<file path="src/rtl/rv32i_types.sv">
// Shared types for the mp4 memory subsystem: cache line geometry and the
// line arbiter's state and grant encodings.
package rv32i_types;

  // Width of one cache line, shared by both caches and the line arbiter.
  localparam int unsigned CACHE_LINE_W = 256;

  // Byte-offset bits inside one line (32-byte lines).
  localparam int unsigned LINE_OFFSET_W = 5;

  // Line arbiter FSM states.
  typedef enum logic [1:0] {
    IDLE    = 2'd0,
    SERVE_I = 2'd1,
    SERVE_D = 2'd2,
    DONE    = 2'd3
  } arb_state_t;

  // Which cache received the most recent grant.
  typedef enum logic {
    GRANT_I = 1'b0,
    GRANT_D = 1'b1
  } grant_t;

endpackage

</file>
<file path="src/rtl/line_arbiter.sv">
// Two-to-one arbiter merging icache and dcache line misses onto the single
// line port of the cacheline adaptor. A grant is held for one whole line
// transaction; simultaneous requests alternate, so neither cache starves.
module line_arbiter
  import rv32i_types::*;
#(
  parameter int unsigned LINE_W = CACHE_LINE_W,
  parameter int unsigned ADDR_W = 32
) (
  input  logic              clk,
  input  logic              rst,

  input  logic              icache_pmem_read,
  input  logic [ADDR_W-1:0] icache_pmem_address,
  output logic [LINE_W-1:0] icache_pmem_rdata,
  output logic              icache_pmem_resp,

  input  logic              dcache_pmem_read,
  input  logic              dcache_pmem_write,
  input  logic [ADDR_W-1:0] dcache_pmem_address,
  input  logic [LINE_W-1:0] dcache_pmem_wdata,
  output logic [LINE_W-1:0] dcache_pmem_rdata,
  output logic              dcache_pmem_resp,

  output logic              line_read,
  output logic              line_write,
  output logic [ADDR_W-1:0] line_address,
  output logic [LINE_W-1:0] line_wdata,
  input  logic [LINE_W-1:0] line_rdata,
  input  logic              line_resp
);

  // Clears the byte-offset bits so the adaptor always sees a line address.
  localparam logic [ADDR_W-1:0] OFFSET_MASK = ADDR_W'((1 << LINE_OFFSET_W) - 1);

  arb_state_t        state;
  grant_t            last_grant;
  logic              req_rd;
  logic              req_wr;
  logic [ADDR_W-1:0] req_addr;
  logic [LINE_W-1:0] req_wdata;

  logic dcache_req;
  logic grant_d;

  assign dcache_req = dcache_pmem_read | dcache_pmem_write;

  // Pick the winner for a grant taken in IDLE: a lone requester wins,
  // a tie goes to the cache that was not served last.
  always_comb begin
    // NOTE: default assignment first, so no path through the block leaves
    // grant_d unassigned and a latch cannot be inferred.
    grant_d = 1'b0;
    if (dcache_req && !icache_pmem_read) begin
      grant_d = 1'b1;
    end else if (dcache_req && icache_pmem_read) begin
      grant_d = (last_grant == GRANT_I);
    end
  end

  // Arbitration FSM and request capture; the line-side outputs are these
  // registers, so they are glitch-free and drop at once on reset.
  always_ff @(posedge clk or negedge rst) begin
    if (!rst) begin
      state      <= IDLE;
      last_grant <= GRANT_I;
      req_rd     <= 1'b0;
      req_wr     <= 1'b0;
      req_addr   <= '0;
      req_wdata  <= '0;
    end else begin
      // NOTE: non-blocking assignments, so every register here updates from
      // the values present before this edge regardless of statement order.
      case (state)
        IDLE: begin
          if (icache_pmem_read || dcache_req) begin
            if (grant_d) begin
              // A dcache read+write together is a protocol error; the
              // write-back wins so dirty data is never lost.
              req_wr     <= dcache_pmem_write;
              req_rd     <= ~dcache_pmem_write;
              req_addr   <= dcache_pmem_address & ~OFFSET_MASK;
              req_wdata  <= dcache_pmem_wdata;
              last_grant <= GRANT_D;
              state      <= SERVE_D;
            end else begin
              req_rd     <= 1'b1;
              req_wr     <= 1'b0;
              req_addr   <= icache_pmem_address & ~OFFSET_MASK;
              req_wdata  <= '0;
              last_grant <= GRANT_I;
              state      <= SERVE_I;
            end
          end
        end
        SERVE_I, SERVE_D: begin
          // Cache inputs are ignored here; only the adaptor ends the grant.
          if (line_resp) begin
            req_rd    <= 1'b0;
            req_wr    <= 1'b0;
            req_addr  <= '0;
            req_wdata <= '0;
            state     <= DONE;
          end
        end
        DONE: begin
          // One idle cycle lets the served cache drop its request before
          // the next arbitration, so a stale request is never re-granted.
          req_rd    <= 1'b0;
          req_wr    <= 1'b0;
          req_addr  <= '0;
          req_wdata <= '0;
          state     <= IDLE;
        end
        default: state <= IDLE;
      endcase
    end
  end

  assign line_read    = req_rd;
  assign line_write   = req_wr;
  assign line_address = req_addr;
  assign line_wdata   = req_wdata;

  // Completion is passed straight through to the granted cache only.
  assign icache_pmem_resp = line_resp && (state == SERVE_I);
  assign dcache_pmem_resp = line_resp && (state == SERVE_D);

  // Both caches see the fill data; each qualifies it with its own resp.
  assign icache_pmem_rdata = line_rdata;
  assign dcache_pmem_rdata = line_rdata;

endmodule

</file>
<file path="config.mk">
export PLATFORM = sky130hd
export DESIGN_NAME = line_arbiter
export DESIGN_NICKNAME = d
export VERILOG_FILES = /design/src/rtl/rv32i_types.sv /design/src/rtl/line_arbiter.sv
export SDC_FILE = /design/constraint.sdc
export NUM_CORES = 1
export LEC_CHECK = 0
export ABC_AREA = 1
export BUFFER_PORTS_ARGS = -buffer_cell sky130_fd_sc_hd__buf_2
export CORE_AREA = 2 2 547 549
export DETAILED_ROUTE_END_ITERATION = 7
export DIE_AREA = 0 0 549 551
export PLACE_DENSITY = 0.3
export SYNTH_ARGS = -nofsm -noshare
export SYNTH_HDL_FRONTEND = slang
export SYNTH_SLANG_ARGS = --single-unit
</file>
<file path="constraint.sdc">
create_clock -name clk -period 1.7 [get_ports clk]
set_input_delay 0 -clock clk [delete_from_list [all_inputs] [get_ports clk]]
set_output_delay 0 -clock clk [all_outputs]
set_load 0.005 [all_outputs]
</file>
After elaboration in Yosys (flattened, before gate mapping)
Cells that the tools add are included.
{"block": "op_classes", "bitwise_logic": 3, "mux": 22, "eq_ne": 5, "n_reduce_logical": 10}
{"op": "$mux W256", "n": 3}
{"op": "$pmux W256 S3", "n": 1}
{"op": "$mux W32", "n": 3}
{"op": "$pmux W32 S3", "n": 1}
{"op": "$mux W1", "n": 8}
{"op": "$mux W2", "n": 3}
{"op": "$pmux W1 S3", "n": 2}
{"op": "$pmux W2 S3", "n": 1}
{"op": "$eq A2 B2 Y1 const B", "n": 2}
{"op": "$logic_and A1 B1 Y1", "n": 4}
{"op": "$ne A2 B2 Y1 const B", "n": 2}
{"op": "$reduce_and A2 Y1", "n": 2}
{"op": "$eq A2 B1 Y1 const B", "n": 1}
{"op": "$logic_not A2 Y1", "n": 1}
{"op": "$not A1 Y1", "n": 2}
{"op": "$reduce_or A2 Y1", "n": 1}
{"op": "$logic_not A1 Y1", "n": 1}
{"op": "$logic_or A1 B1 Y1", "n": 1}
{"op": "$or A1 B1 Y1", "n": 1}
{"block": "word_totals", "in_bits": 582, "ff_bits": 293, "word_cells": 46}

Logic depth before layout (Yosys ltp)
Gate-level depths: netlist (run 1).
{"block": "depth", "word_depth": 7, "ltp_mapped": 9}

Worst setup path before layout (run 1)
OpenSTA, ideal clock, no wires.
{"block": "synth_path", "kind": "flip-flop to flip-flop", "from": "register state[0]", "to": "register req_wdata[62] (netlist: line_wdata[62])", "arrival_ns": 1.407, "path_stages_with_launch": 10, "setup_ns": 0.134, "setup_slack_ns": 0.159, "path_buffers": 3, "cell_sequence": "dfrtp_1 > inv_1 > ha_1 > nand2_1 > nand2_2 > buf_6 > buf_8 > buf_4 > nand2_1 > o21ai_0"}
{"block": "synth_via", "elab_chain_len": 4, "word_cells_on_any_way": 9, "classes_between": "eq/ne (5); mux (1); reduce/logical (3)"}
{"item": "from (decl)", "line_no": "line_arbiter.sv:36", "rtl": "arb_state_t state;"}
{"item": "from (signal assigned)", "line_no": "line_arbiter.sv:65", "rtl": "state <= IDLE;"}
{"item": "from (signal assigned)", "line_no": "line_arbiter.sv:85", "rtl": "state <= SERVE_D;"}
{"item": "from (signal assigned)", "line_no": "line_arbiter.sv:92", "rtl": "state <= SERVE_I;"}
{"item": "$eq A2 B1 Y1 or $eq A2 B2 Y1 (tied branches)", "line_no": "line_arbiter.sv:74", "rtl": "case (state)"}
{"item": "$reduce_or A2 Y1", "line_no": "line_arbiter.sv:74"}
{"item": "$ne A2 B2 Y1 (no source line)"}
{"item": "$reduce_and A2 Y1 (no source line)"}
{"item": "to (signal assigned)", "line_no": "line_arbiter.sv:83", "rtl": "req_wdata <= dcache_pmem_wdata;"}
{"item": "to (decl)", "line_no": "line_arbiter.sv:41", "rtl": "logic [LINE_W-1:0] req_wdata;"}
Several ways; a longest one is shown, not always the timed one.
A chain may end at the register's enable or synchronous reset.

Final worst setup path (run 1)
{"block": "layout_path", "from": "register state[1]", "to": "register req_wdata[243] (netlist: line_wdata[243])"}
The elaborated chain is that of the path after synthesis.

==> out/qor.yml, run 1 <==
post-route-drc-count: 0
gp_congestion: 0.8236
wl_per_cell_um: 25.36
layout_common_cells: "buf_2 (601), nand2_1 (378), dlygate4sd3_1 (315)"
routed_wl_um: 161900
die-area_sq_um: 302500
drive_gt1_frac: 0.3576
postRouteAntennaNets: 0
rows: 200
clkTransAtPathRegs_ns: 0.05
startpoint_type: "flip-flop"
max_cap_viol_count: 0
final_util: 0.09078
finalPower_mw: 42.92
grt_max_degree: 82
io_buffer_count: 602
power.density_nw_per_um2: 1596
use_met2: 0.1593
vias_per_cell: 2.548
cp_common_cell: "buf_16"
place_area_sq_um: 21510
fin_area_sq_um: 26900
cpPeakStageDelay_ns: 0.39
area_growth_pct: 59.85
hold_viol_final: 0
grt_setup_unrepaired: "yes"
netlist_instances: 1942
synth_simple_gate_area_frac: 0.2003
vias: 16270
cts.sinks: 288
met1_usage: 0.08695
yosysUniqueCellTypes: 20
cts-root-buf: "clkbuf_16"
critPathRequiredTime_ns: 2.28
dr.pass1.iters: 5
fin_skew_ns: 0.06012
grt_pass1_wl_um: 193500
numCtsBuffers: 45
gr-total-overflow: 0
synthXorXnorAreaFrac: 0
critPathCaptureType: "flip-flop"
synth-compound-area-share: 0.08016
post-dp-hpwl_um: 138800
die_y_um: 551
syn_avg_cell_area_sq_um: 8.664
ir_drop_mv: 0.7190
worstPathArrival_ns: 2.44
cts_max_path_buffers: 3
htree_levels: 2
power_leakage_nw: 11.30
yosysWarningCount: 0
gr-usage-met3: 0.09347
path_cells: "inv_2 > buf_6 > ha_4 > buf_16 > buf_16 > nand4_1 > o21ai_1"
synthAdderAreaFrac: 0.002974
grt_pass1_vias: 15830
final-setup-viol-count: 167
status: "complete, but fails checks"
ys_seq_elements: 288
crit_type: "flip-flop to flip-flop"
fin_nets: 2990
slew_violations: 0
clk-insertion-delay-late_ns: 0.69
critPathMaxFanout: 17
syn_area_sq_um: 16830
coreArea_sq_um: 296300
initial_core_util: 0.05679
violations: "setup timing"
grt_busiest_layer: "met2"
pre_cts_slack_ns: -0.1070
drt-initial-drc-count: 1351
fmax_ghz: 0.5355
io_pins: 1386
die_w_um: 549
synth_seq_area_share: 0.4283
hp-class: "input port to output port"
tritoncts: "built"
antenna_found_initial: 63
final_common_cell: "buf_2"
min_period_ns: 1.867
min_period_over_period: 1.098
fin_ws_ns: -0.1674
slowest_stage: "dfrtp_1"
grt_util_all_layers: 0.1007
muxShareOfSynthArea: 0
synth_top_family_by_area: "buffers and inverters"
==> final timing paths <==
path | slack (ns) | depth (start not counted) | start | to
max in group asynchronous | 1.17 | 3 | rst | line_wdata[112]
setup / recovery | -0.17 | 7 | state[1] | line_wdata[243]
hold / removal | 0.000003 | 0 | line_rdata[182] | dcache_pmem_rdata[182]
hold reg to reg | 0.47 | 2 | line_wdata[166] | line_wdata[166]
setup reg to reg | -0.17 | 7 | state[1] | line_wdata[243]
min in group asynchronous | 0.15 | 3 | rst | line_wdata[37]
==> timing repair <==
action / 4_1_cts / 5_1_grt
pin swaps: 12 / 7
resized for setup: 63 / 69
gates cloned: 5 / 9
endpoints found under the hold margin: 576 / 0
setup buffers: 3 / 5
endpoints found under the setup margin: 271 / 282
hold buffers: 316 / 0
==> kinds of logic (layout without fill, tap and decap cells) <==
logic type | count (synthesis) | count (layout)
AOI/OAI and AO/OA | 262 | 262
adders and majority gates | 4 | 4
buffers and inverters | 690 | 1180
DFF | 288 | 288
other | 1 | 14
and+or+nand+nor | 697 | 697
==> power breakdown <==
part	internal (mW)	leakage, nW	switching [mW]
combinational	8.24	6.70	13.7
clock	5.65	0.706	4.02
sequential	9.49	3.88	1.79
==> metrics by stage <==
step                hold slack [ns]  std cells  TNS [ns]
global route             0.00001351       6378    -35.64
global placement          -0.004746       5958    -17.52
finish                  0.000002766       6384    -6.043
CTS                      0.00005067       6361    -9.292
detailed placement         -0.01196       5958    -9.998
floorplan                   -0.2956       1946         0
==> cell type report <==
| type | count | area [sq um] |
|---|---|---|
| fillers | 34620 | 269400 |
| repair buffers | 1091 | 8366 |
| flip-flops and latches | 288 | 7207 |
| well taps | 3939 | 4928 |
| multi-input cells | 968 | 4868 |
| clock buffers | 60 | 1265 |
| clock inverters | 19 | 193.9 |
| inverters | 10 | 45.04 |
| diodes | 9 | 22.52 |
==> metal layers <==
metal	vias to the layer above	share of wire
met5	-	0.00081
met4	14	0.048
met3	350	0.21
met2	1390	0.45
met1	7457	0.30
li1	7054	-
==> state kept, by name, indices dropped and copies added, names as in the netlist <==
signal,cells
line_wdata,256
line_address,27
state,2
last_grant,1
line_read,1
line_write,1
==> critical path: cells and delay by family, from the launching register on <==
family | cells | cell delay, ns
AO/OA/AOI/OAI | 1 | 0.24
adder cells (fa/ha/maj) | 1 | 0.19
buffers and inverters | 4 | 0.55
flip-flops | 1 | 0.39
AND/OR/NAND/NOR | 1 | 0.29
==> cell usage after synthesis, drive strengths merged <==
master	n	area (sq um)
buf	610	4531
clkbuf	70	279.0
conb	1	3.750
dfrtp	288	7207
ha	4	50.05
inv	10	37.53
nand2	383	1445
nand3	30	150.1
nand4	283	1770
nor2	1	3.750
o21ai	262	1349
No activity file was read; power rests on OpenSTA's default activity.
==> run 2: changes to the inputs <==
Clock period 1.7 ns to 1.8 ns, I/O delays scaled along.
==> out/qor.yml, run 2 (synthesis gave the netlist of run 1 again) <==
vias_per_cell: 2.518  # -1.2%
grt_max_degree: 65  # -21%
routed_wl_um: 160000  # -1.2%
coreArea_sq_um: 296300  # unchanged
ir_drop_mv: 0.5234  # -27%
io_pins: 1386  # unchanged
final_util: 0.09053  # -0.0002449
clk-insertion-delay-late_ns: 0.66  # -0.03 ns
crit_type: "flip-flop to flip-flop"
htree_levels: 2  # unchanged
largest_reg_flops: 256  # unchanged
pre_cts_slack_ns: -0.1433  # -0.03629 ns
gr-total-overflow: 0  # unchanged
cp_top_family: "buffers and inverters"
post-route-drc-count: 0  # unchanged
post-dp-hpwl_um: 138200  # -0.44%
r2r-end: "line_wdata[222]"
critPathMaxFanout: 35  # +18
fin_hold_ws_ns: 0.000003250  # +0.0000004834 ns
cts-root-buf: "clkbuf_16"
numCtsBuffers: 45  # unchanged
grt_pass1_wl_um: 192600  # -0.49%
status: "complete, but fails checks"
final_common_cell: "buf_2"
r2r_start: "state[0]"
fin_ws_ns: -0.0002398  # +0.1672 ns
fmax_ghz: 0.5555  # +3.7%
fin_area_sq_um: 26820  # -0.27%
fin_nets: 2996  # +0.20%
drt-initial-drc-count: 1158  # -14%
power_leakage_nw: 11.29  # about the same
r2r_setup_slack_ns: -0.0002  # +0.17 ns
r2r.worst_path.cells: 7  # unchanged
wl_per_cell_um: 25.01  # -1.4%
die-area_sq_um: 302500  # unchanged
vias: 16100  # -1.0%
io_buffer_count: 602  # unchanged
grt_pass1_vias: 16000  # +1.1%
worstPathArrival_ns: 2.36  # -0.08 ns
slowest_stage: "dfrtp_1"
startpoint_type: "flip-flop"
cts_max_path_buffers: 3  # unchanged
min_to: "dcache_pmem_rdata[182]"
fin_skew_ns: 0.02990  # -0.03022 ns
rows: 200  # unchanged
min_period_over_period: 1.000  # -0.09834
tritoncts: "built"
path_cells: "inv_2 > ha_1 > nand2_2 > nand2_8 > buf_16 > buf_12 > o21ai_0"
initial_core_util: 0.05679  # unchanged
final-setup-viol-count: 1  # -99%
min_period_ns: 1.800  # -0.06717 ns
antenna_found_initial: 57  # -9.5%
violations: "setup timing"
critPathCaptureType: "flip-flop"
critPathRequiredTime_ns: 2.36  # +0.08 ns
tns_ns: -0.0002398  # +6.043 ns
cp_num_buf_inv: 3  # -1
hold_start: "line_rdata[182]"
min_path_cells: 0  # unchanged
grt_util_all_layers: 0.1005  # -0.0001509
die_w_um: 549  # unchanged
drive_gt1_frac: 0.3596  # +0.002071
gp_congestion: 0.8102  # -1.6%
cpPeakStageDelay_ns: 0.35  # -0.04 ns
cts.sinks: 288  # unchanged
die_y_um: 551  # unchanged
clkTransAtPathRegs_ns: 0.06  # about the same
place_area_sq_um: 21650  # +0.63%
max_cap_viol_count: 0  # unchanged
postRouteAntennaNets: 0  # unchanged
dr.pass1.iters: 5  # unchanged
grt_setup_unrepaired: "yes"
layout_common_cells: "buf_2 (601), nand2_1 (376), dlygate4sd3_1 (314)"
hp-class: "input port to output port"
power.density_nw_per_um2: 1487  # -6.8%
area_growth_pct: 59.41
hold_viol_final: 0  # unchanged
slew_violations: 0  # unchanged
==> run 2: report_power, final <==
| group | internal [mW] | total (mW) | switching (mW) |
|---|---|---|---|
| Sequential | 8.96 | 10.5 | 1.57 |
| Clock | 5.53 | 9.33 | 3.80 |
| Combinational | 7.30 | 20.0 | 12.7 |
==> run 2: worst max-delay path by stage <==
stage	start	end	slack [ns]	depth (start not counted)
final	state[0]	line_wdata[222]	-0.0002	7
after global routing	state[1]	line_wdata[25]	-0.07	8
after floorplan	state[0]	line_wdata[62]	0.26	9
after CTS	state[0]	line_wdata[196]	-0.04	8
after global placement	state[1]	line_wdata[184]	-0.13	8
after detailed placement	state[1]	line_wdata[184]	-0.14	8
==> run 2: area by class of cell <==
type	instances	area, sq um
multi-input cells	968	4871
clock buffers	71	1376
clock inverters	13	140.1
well taps	3939	4928
diodes	9	22.52
inverters	10	37.54
repair buffers	1097	8240
flip-flops and latches	288	7207
fillers	34610	269500
==> run 2: per-stage QoR <==
| stage | instances | power (mW) |
|---|---|---|
| 6_report | 6395 | 39.90 |
| 5_1_grt | 6389 | 42.96 |
| 3_3_place_gp | 5966 | 28.98 |
| 4_1_cts | 6371 | 40.47 |
| 3_5_place_dp | 5966 | 28.98 |
| 2_1_floorplan | 1946 | 18.20 |
==> run 2: metal layers <==
| layer | GRT usage | share of wire | vias to the layer above |
|---|---|---|---|
| li1 | - | - | 7058 |
| met1 | 0.08435 | 0.30 | 7332 |
| met2 | 0.1623 | 0.45 | 1339 |
| met3 | 0.09396 | 0.21 | 352 |
| met4 | 0.04264 | 0.047 | 20 |
| met5 | 0.003752 | 0.0017 | - |
==> run 2: what timing repair did <==
action | 4_1_cts | 5_1_grt
gates resized for setup | 27 | 50
pin swaps | 4 | 3
setup endpoints to repair | 76 | 160
gates cloned | 4 | 3
hold buffers | 315 | 0
setup buffers | 2 | 13
hold endpoints to repair | 575 | 0
==> run 2: worst reg2reg max path, stage by stage, from the launching register on <==
cell	delay (ns)
dfrtp_1	0.35
inv_2	0.07
ha_1	0.33
nand2_2	0.12
nand2_8	0.15
buf_16	0.23
buf_12	0.24
o21ai_0	0.21
